<file path="config.mk">
export PLATFORM = sky130hd
export DESIGN_NAME = stream_mux4_rr
export DESIGN_NICKNAME = d
export VERILOG_FILES = /design/src/rtl/stream_mux4_rr_pkg.sv /design/src/rtl/stream_mux4_rr_arbiter.sv /design/src/rtl/stream_mux4_rr.sv
export SDC_FILE = /design/constraint.sdc
export NUM_CORES = 1
export LEC_CHECK = 0
export BUFFER_PORTS_ARGS = -buffer_cell sky130_fd_sc_hd__clkbuf_2
export CAP_MARGIN = 20
export CORE_AREA = 2 2 62 47
export CTS_CLUSTER_DIAMETER = 40
export DETAILED_ROUTE_END_ITERATION = 8
export DIE_AREA = 0 0 64 49
export PLACE_DENSITY = 0.77
export SYNTH_ARGS = -nofsm -noshare
export SYNTH_HDL_FRONTEND = slang
export SYNTH_SLANG_ARGS = --single-unit
</file>
<file path="constraint.sdc">
create_clock -name clk -period 2.16 [get_ports clk]
set_input_delay 0.324 -clock clk [delete_from_list [all_inputs] [get_ports clk]]
set_output_delay 0.324 -clock clk [all_outputs]
set_load 0.01 [all_outputs]
</file>
<file path="src/rtl/stream_mux4_rr_pkg.sv">
// rtl/stream_mux4_rr_pkg.sv - shared types and constants for the 4-to-1 round-robin stream merger
package stream_mux4_rr_pkg;

   localparam int NUM_CH = 4;
   localparam int SEL_W  = 2;

   typedef enum logic {
      ST_IDLE = 1'b0,
      ST_LOCK = 1'b1
   } state_t;

   // Channel after idx in round-robin order; 3 wraps to 0 through the 2-bit width.
   function automatic logic [SEL_W-1:0] next_ch(input logic [SEL_W-1:0] idx);
      return idx + SEL_W'(1);
   endfunction

endpackage

</file>
<file path="src/rtl/stream_mux4_rr_arbiter.sv">
// rtl/stream_mux4_rr_arbiter.sv - combinational 4-way round-robin pick starting at ptr
module rr_arbiter4
   import stream_mux4_rr_pkg::*;
(
   input  logic [NUM_CH-1:0] req,
   input  logic [SEL_W-1:0]  ptr,
   output logic [SEL_W-1:0]  gnt_idx,
   output logic              gnt_any
);

   logic [SEL_W-1:0] cand;

   // Walk from the farthest offset down so the requester nearest to ptr wins last.
   always_comb begin
      gnt_any = |req;
      gnt_idx = ptr;
      cand    = ptr;
      for (int k = NUM_CH - 1; k >= 0; k--) begin
         cand = ptr + SEL_W'(k);
         if (req[cand]) begin
            gnt_idx = cand;
         end
      end
   end

endmodule

</file>
<file path="src/rtl/stream_mux4_rr.sv">
// rtl/stream_mux4_rr.sv - four valid/ready sources merged round-robin into one registered stream
module stream_mux4_rr
   import stream_mux4_rr_pkg::*;
#(
   parameter int DATA_W   = 8,
   parameter bit LOCK_PKT = 1'b1
) (
   input  logic                     clk,
   input  logic                     rst,
   input  logic [NUM_CH-1:0]        s_valid,
   output logic [NUM_CH-1:0]        s_ready,
   input  logic [NUM_CH*DATA_W-1:0] s_data,
   input  logic [NUM_CH-1:0]        s_last,
   output logic                     m_valid,
   input  logic                     m_ready,
   output logic [DATA_W-1:0]        m_data,
   output logic                     m_last,
   output logic [SEL_W-1:0]         m_sel
);

   state_t           state;
   state_t           state_nxt;
   logic [SEL_W-1:0] grant;
   logic [SEL_W-1:0] ptr;
   logic [SEL_W-1:0] arb_idx;
   logic             arb_any;
   logic             out_free;
   logic             capture;
   logic             end_grant;

   rr_arbiter4 u_arb (
      .req     (s_valid),
      .ptr     (ptr),
      .gnt_idx (arb_idx),
      .gnt_any (arb_any)
   );

   assign out_free  = !m_valid || m_ready;
   assign capture   = (state == ST_LOCK) && s_valid[grant] && out_free;
   // Without packet locking every accepted beat releases the grant.
   assign end_grant = capture && (s_last[grant] || !LOCK_PKT);

   always_ff @(posedge clk) begin
      if (rst) begin
         state <= ST_IDLE;
      end else begin
         state <= state_nxt;
      end
   end

   always_comb begin
      state_nxt = state;
      case (state)
         ST_IDLE: if (arb_any)   state_nxt = ST_LOCK;
         ST_LOCK: if (end_grant) state_nxt = ST_IDLE;
         default:                state_nxt = ST_IDLE;
      endcase
   end

   always_comb begin
      s_ready = '0;
      if (state == ST_LOCK) begin
         s_ready[grant] = out_free;
      end
   end

   always_ff @(posedge clk) begin
      if (rst) begin
         grant <= '0;
         ptr   <= '0;
      end else begin
         if (state == ST_IDLE && arb_any) begin
            grant <= arb_idx;
         end
         if (end_grant) begin
            ptr <= next_ch(grant);
         end
      end
   end

   // A capture in the same cycle as a drain replaces the old beat with no bubble.
   always_ff @(posedge clk) begin
      if (rst) begin
         m_valid <= 1'b0;
         m_data  <= '0;
         m_last  <= 1'b0;
         m_sel   <= '0;
      end else if (capture) begin
         m_valid <= 1'b1;
         m_data  <= s_data[int'(grant)*DATA_W +: DATA_W];
         m_last  <= s_last[grant];
         m_sel   <= grant;
      end else if (m_ready) begin
         m_valid <= 1'b0;
      end
   end

endmodule

</file>
==> flow_summary.ini, run 1 <==
[outcome]
status = finished, final reports clean

[cts]
clk_pin_slew_ps = 90
htree_levels = 1
clockBufferDepth = 2
cts.repair.resized = 0
tritoncts = done
cts_root_buf = clkbuf_4
cts_setup_buffers = 0
cts_hold_buffers = 0
cts.sinks = 17
insertion_delay_ps = 280
cts_buffers = 3

[timing]
rsz0062_at_grt = false
final-setup-viol-count = 0
setup_tns_ps = 0
hold_viol = 0
whs_ps = 397.5
period_needed_ps = 1946
tightestPinTransition_ps = 359.2
finClkSkew_ps = 1.565
drv_slew = 0
fmax_ghz = 0.5139
period_share = 0.9008
slew_headroom = 0.7602

[finish]
areaGrowthSynthToFinish_pct = 30.95
fin_area_um2 = 1398
diodes = 0
final_util = 0.5412
drive_gt1_frac = 0.4875
nets = 208

[floorplan]
pin_count = 59
initial_utilization = 0.4133
die-area_um2 = 3136
fp.coreArea_um2 = 2582
die_width_um = 64
die_h_um = 49
rows = 16

[synth]
syn_area_um2 = 1067
yosysTopAreaCell = dfxtp_1
synth.most_common_cell = dfxtp_1
synth_fp_nets = 151
synth_cells = 104
synthTopCellsByCount = 17 x dfxtp_1, 15 x nor2_1, 12 x mux2i_1
synth_edf_count = 0
yosys_warnings = 0
syn_area_per_cell_um2 = 10.26
synth_seq_area_share = 0.3189
yosys-top-cells-area = dfxtp_1 32%, mux4_2 21%, mux2i_1 11%, nor2_1 5.3%, ha_1 4.7%
postSynth.asyncResetShare = 0
synth_top_area_share = 0.3189
ys_types = 26
synth-main-ff-cell = dfxtp_1
ys_ff_latch = 17

[global_routing]
grtUsageMet2 = 0.2813
grt_pass1_vias = 901
antenna_found_initial = 0
groute.layer.met1.usage = 0.2185
grtUsageMet3 = 0.05774
grt_max_degree = 18
overflow = 0
track_usage = 0.1691
top_usage_layer = met2
grt_pass1_wl_um = 4153

[worst_setup_path]
crit_chain = buf_4 -> inv_1 -> ha_1 -> and3_1 -> clkbuf_2
required_ps = 1840
r2r_start = grant[0]
crit_type = register to primary output
path_delay_family = buffers and inverters
end_kind = primary output
cp.arrival_ps = 1620
cp-start-kind = register
crit_buf_inv = 3
crit_fanout = 11
max_stage_delay_ps = 460
worstSetupStartpoint = grant[0]
critPathSlowestCell = dfxtp_1

[power]
swShare = 0.2915
netSwitchingPower_w = 0.0002200
clockPowerShare = 0.218
p_per_area_nw_per_um2 = 540.1
p_leak_nw = 0.6543
comb_power_share = 0.308
ir_worst_vdd_mv = 0.3015
p_total_w = 0.0007549
p_seq_frac = 0.474
p_int_w = 0.0005349

[run]
cap_violations = 0

[routing]
drcViolationCount = 0
wirelength_um = 2563
ant_nets = 0
dr.pass1.iters = 4
dr.first_iter.drc_count = 34
via_count = 994
wl_per_cell_um = 13.08
vias_per_cell = 5.071

[worst_hold_path]
hp-start = s_valid[1]
hold_path_class = input pin to register

[placed_design]
routabilityCongestion = 0.8404
port_buffers = 58
place_area_um2 = 1371
hpwl_um = 2042
worst paths after layout:
kind / endpoint / slack (ps) / cells after the start
hold reg to reg: m_data[2] / 500 / 2
setup reg to reg: ptr[0] / 400 / 5
hold / removal: grant[1] / 400 / 3
setup / recovery: s_ready[2] / 210 / 5
per-layer routing:
| layer | part of all wire | up-vias |
|---|---|---|
| met5 | 0 | - |
| met4 | 0 | 0 |
| met3 | 0.066 | 0 |
| met2 | 0.49 | 31 |
| met1 | 0.44 | 473 |
| li1 | - | 490 |
power groups by stage:
stage,Clock (W),Sequential [W],Combinational (W)
after floorplan,0,0.000366,0.000152
after global placement,0,0.000363,0.000226
after detailed placement,0,0.000364,0.000234
after CTS,0.000171,0.000357,0.000234
after global routing,0.000185,0.000361,0.000257
final,0.000164,0.000358,0.000233
cell families (layout without fill, tap and decap cells):
family / count (synthesis) / in the layout / synth area share
adder cells (fa/ha/maj): 4 / 4 / 0.04690
buffers and inverters: 12 / 68 / 0.05744
multiplexers: 23 / 23 / 0.3341
AND/OR/NAND/NOR: 32 / 32 / 0.1489
AO/OA/AOI/OAI: 16 / 16 / 0.09380
flip-flops: 17 / 17 / 0.3189
metrics by stage:
step,std cells,worst slack (ps)
after floorplan,104,542.3
after global placement,192,503.3
after detailed placement,192,401.8
after CTS,196,198.0
after global routing,196,90.37
final,196,214.2
registers in the layout, indices dropped and copies added (netlist names):
name     flops
m_last       1
ptr          2
grant        2
m_data       8
state        1
m_valid      1
m_sel        2
final cells by class:
| type | instances | area [um^2] |
|---|---|---|
| Clock buffer | 4 | 26.28 |
| Fill cell | 224 | 1185 |
| Inverter | 4 | 15.01 |
| Multi-Input combinational cell | 75 | 665.6 |
| Sequential cell | 17 | 340.3 |
| Tap cell | 36 | 45.04 |
| Timing Repair Buffer | 60 | 305.3 |
cells in the final DEF (no fill, tap or decap), types with 3 or more instances in the layout:
cell / instances
dfxtp_1: 17
a21oi_1: 6
inv_1: 4
mux4_2: 10
nand2_1: 6
clkbuf_2: 58
clkbuf_4: 3
and3_1: 4
mux2i_1: 12
ha_1: 4
o21ai_0: 4
nor2_1: 15
worst register-to-register path, cell delays in order, from the launching register on:
cell	delay, ps
dfxtp_1	460
buf_4	280
mux4_2	370
nand4_1	260
mux2i_1	230
nor2_1	50
No activity file was read; power rests on OpenSTA's default activity.
==> run 2, diff against run 1 <==
==> constraint.sdc (replaced) <==
create_clock -name clk -period 1.8 [get_ports clk]
set_input_delay 0.27 -clock clk [delete_from_list [all_inputs] [get_ports clk]]
set_output_delay 0.27 -clock clk [all_outputs]
set_load 0.01 [all_outputs]
==> flow_summary.ini, run 2 (synthesized netlist as in run 1, its figures left out) <==
[finish]
areaGrowthSynthToFinish_pct = 33.41
largest_register_ff_count = 8
nFillCells = 233
multi_input_area_um2 = 665.6
layout_commonest_cell = clkbuf_2
drive_gt1_frac = 0.5123
layout_common_cells = 58 x clkbuf_2, 15 x nor2_1, 15 x dfxtp_1
regArea_um2 = 342.8
diodes = 0
largest_register = m_data
nets = 210

[timing]
finClkSkew_ps = 3.524
final-setup-viol-count = 0
fmax_ghz = 0.5830
slew_headroom = 0.7304
period_needed_ps = 1715
hold_viol = 0
tightestPinTransition_ps = 404.4
setup_ws_ps = 84.61
rsz0062_at_grt = false
drv_slew = 0
period_share = 0.9530
setup_tns_ps = 0

[cts]
insertion_delay_ps = 290
cts_hold_buffers = 0
cts_root_buf = clkbuf_4
clockBufferDepth = 2
cts.sinks = 17
tritoncts = done
htree_levels = 1
clk_pin_slew_ps = 100
cts_buffers = 3
cts.repair.resized = 1
cts_setup_buffers = 0

[power]
p_leak_nw = 0.6704
ir_worst_vdd_mv = 0.3369
p_per_area_nw_per_um2 = 649.5

[global_routing]
grt_max_degree = 18
track_usage = 0.1890
grt_pass1_wl_um = 4657
grt_pass1_vias = 1070
overflow = 0
antenna_found_initial = 0

[worst_hold_path]
holdPathStages = 3
hold_path_class = input pin to register
holdPathEnd = grant[1]
hp-start = s_valid[1]

[placed_design]
place_ws_ps = 168.9
port_buffers = 58
hpwl_um = 2193
routabilityCongestion = 0.8212

[worst_setup_path]
crit_fanout = 8
cp.depth = 5
worst_r2r_path_depth = 5
max_stage_delay_ps = 390
path_delay_family = buffers and inverters
crit_buf_inv = 3
end_kind = primary output
critPathSlowestCell = dfxtp_2
r2r_start = grant[0]
crit_type = register to primary output
cp-start-kind = register
reg2reg_to = m_data[7]
cp.arrival_ps = 1450
crit_chain = buf_4 -> inv_1 -> ha_1 -> and3_1 -> clkbuf_2
worstSetupStartpoint = grant[0]
required_ps = 1530
ff2ff_setup_slack_ps = 240

[floorplan]
die-area_um2 = 3136
die_h_um = 49
rows = 16
fp.coreArea_um2 = 2582
initial_utilization = 0.4133
die_width_um = 64
pin_count = 59

[routing]
via_count = 1018
drcViolationCount = 0
dr.first_iter.drc_count = 15
vias_per_cell = 5.141
dr.pass1.iters = 3
ant_nets = 0
wirelength_um = 2762
wl_per_cell_um = 13.95

[outcome]
status = finished, final reports clean

[run]
cap_violations = 0
[run 2: metrics by stage]
| step | instances | total power (W) | hold WS (ps) | utilization | instance area (um^2) |
|---|---|---|---|---|---|
| after floorplan | 104 | 0.0006216 | 465.2 | - | 1067 |
| after global placement | 194 | 0.0007127 | 476.4 | 0.5368 | 1386 |
| after detailed placement | 194 | 0.0007252 | 483.2 | 0.5368 | 1386 |
| after CTS | 198 | 0.0009317 | 327.7 | 0.5480 | 1415 |
| after global routing | 198 | 0.0009843 | 339.8 | 0.5514 | 1424 |
| final | 198 | 0.0009248 | 327.8 | 0.5514 | 1424 |
[run 2: routing by layer]
metal	part of all wire	global-route usage	vias up
met3	0.047	0.05543	4
met2	0.53	0.3368	33
met4	0.0069	0.03986	0
met5	0	0	-
li1	-	-	497
met1	0.42	0.2250	484
[run 2: worst register-to-register path, delay by kind of cell, from the launching register on]
family,cells,cell delay (ps)
AND/OR/NAND/NOR,1,50
buffers and inverters,2,340
flip-flops,1,390
multiplexers,2,670
[run 2: worst max path at each step]
stage	end	slack, ps
floorplan	m_last	180
global placement	m_data[0]	240
detailed placement	m_data[0]	170
CTS	s_ready[1]	10
global route	s_ready[2]	5
finish	s_ready[2]	80
[run 2: power by group]
part | switching [W] | internal, W
clock | 0.000120 | 0.0000826
combinational | 0.000133 | 0.000160
sequential | 0.0000248 | 0.000405
total | 0.000277 | 0.000648
[run 2: final cells by class]
class | count | area share
Clock buffer | 3 | 0.01582
Clock inverter | 1 | 0.003515
Inverter | 4 | 0.01054
Multi-Input combinational cell | 75 | 0.4675
Sequential cell | 17 | 0.2408
Tap cell | 36 | 0.03163
Timing Repair Buffer | 62 | 0.2302
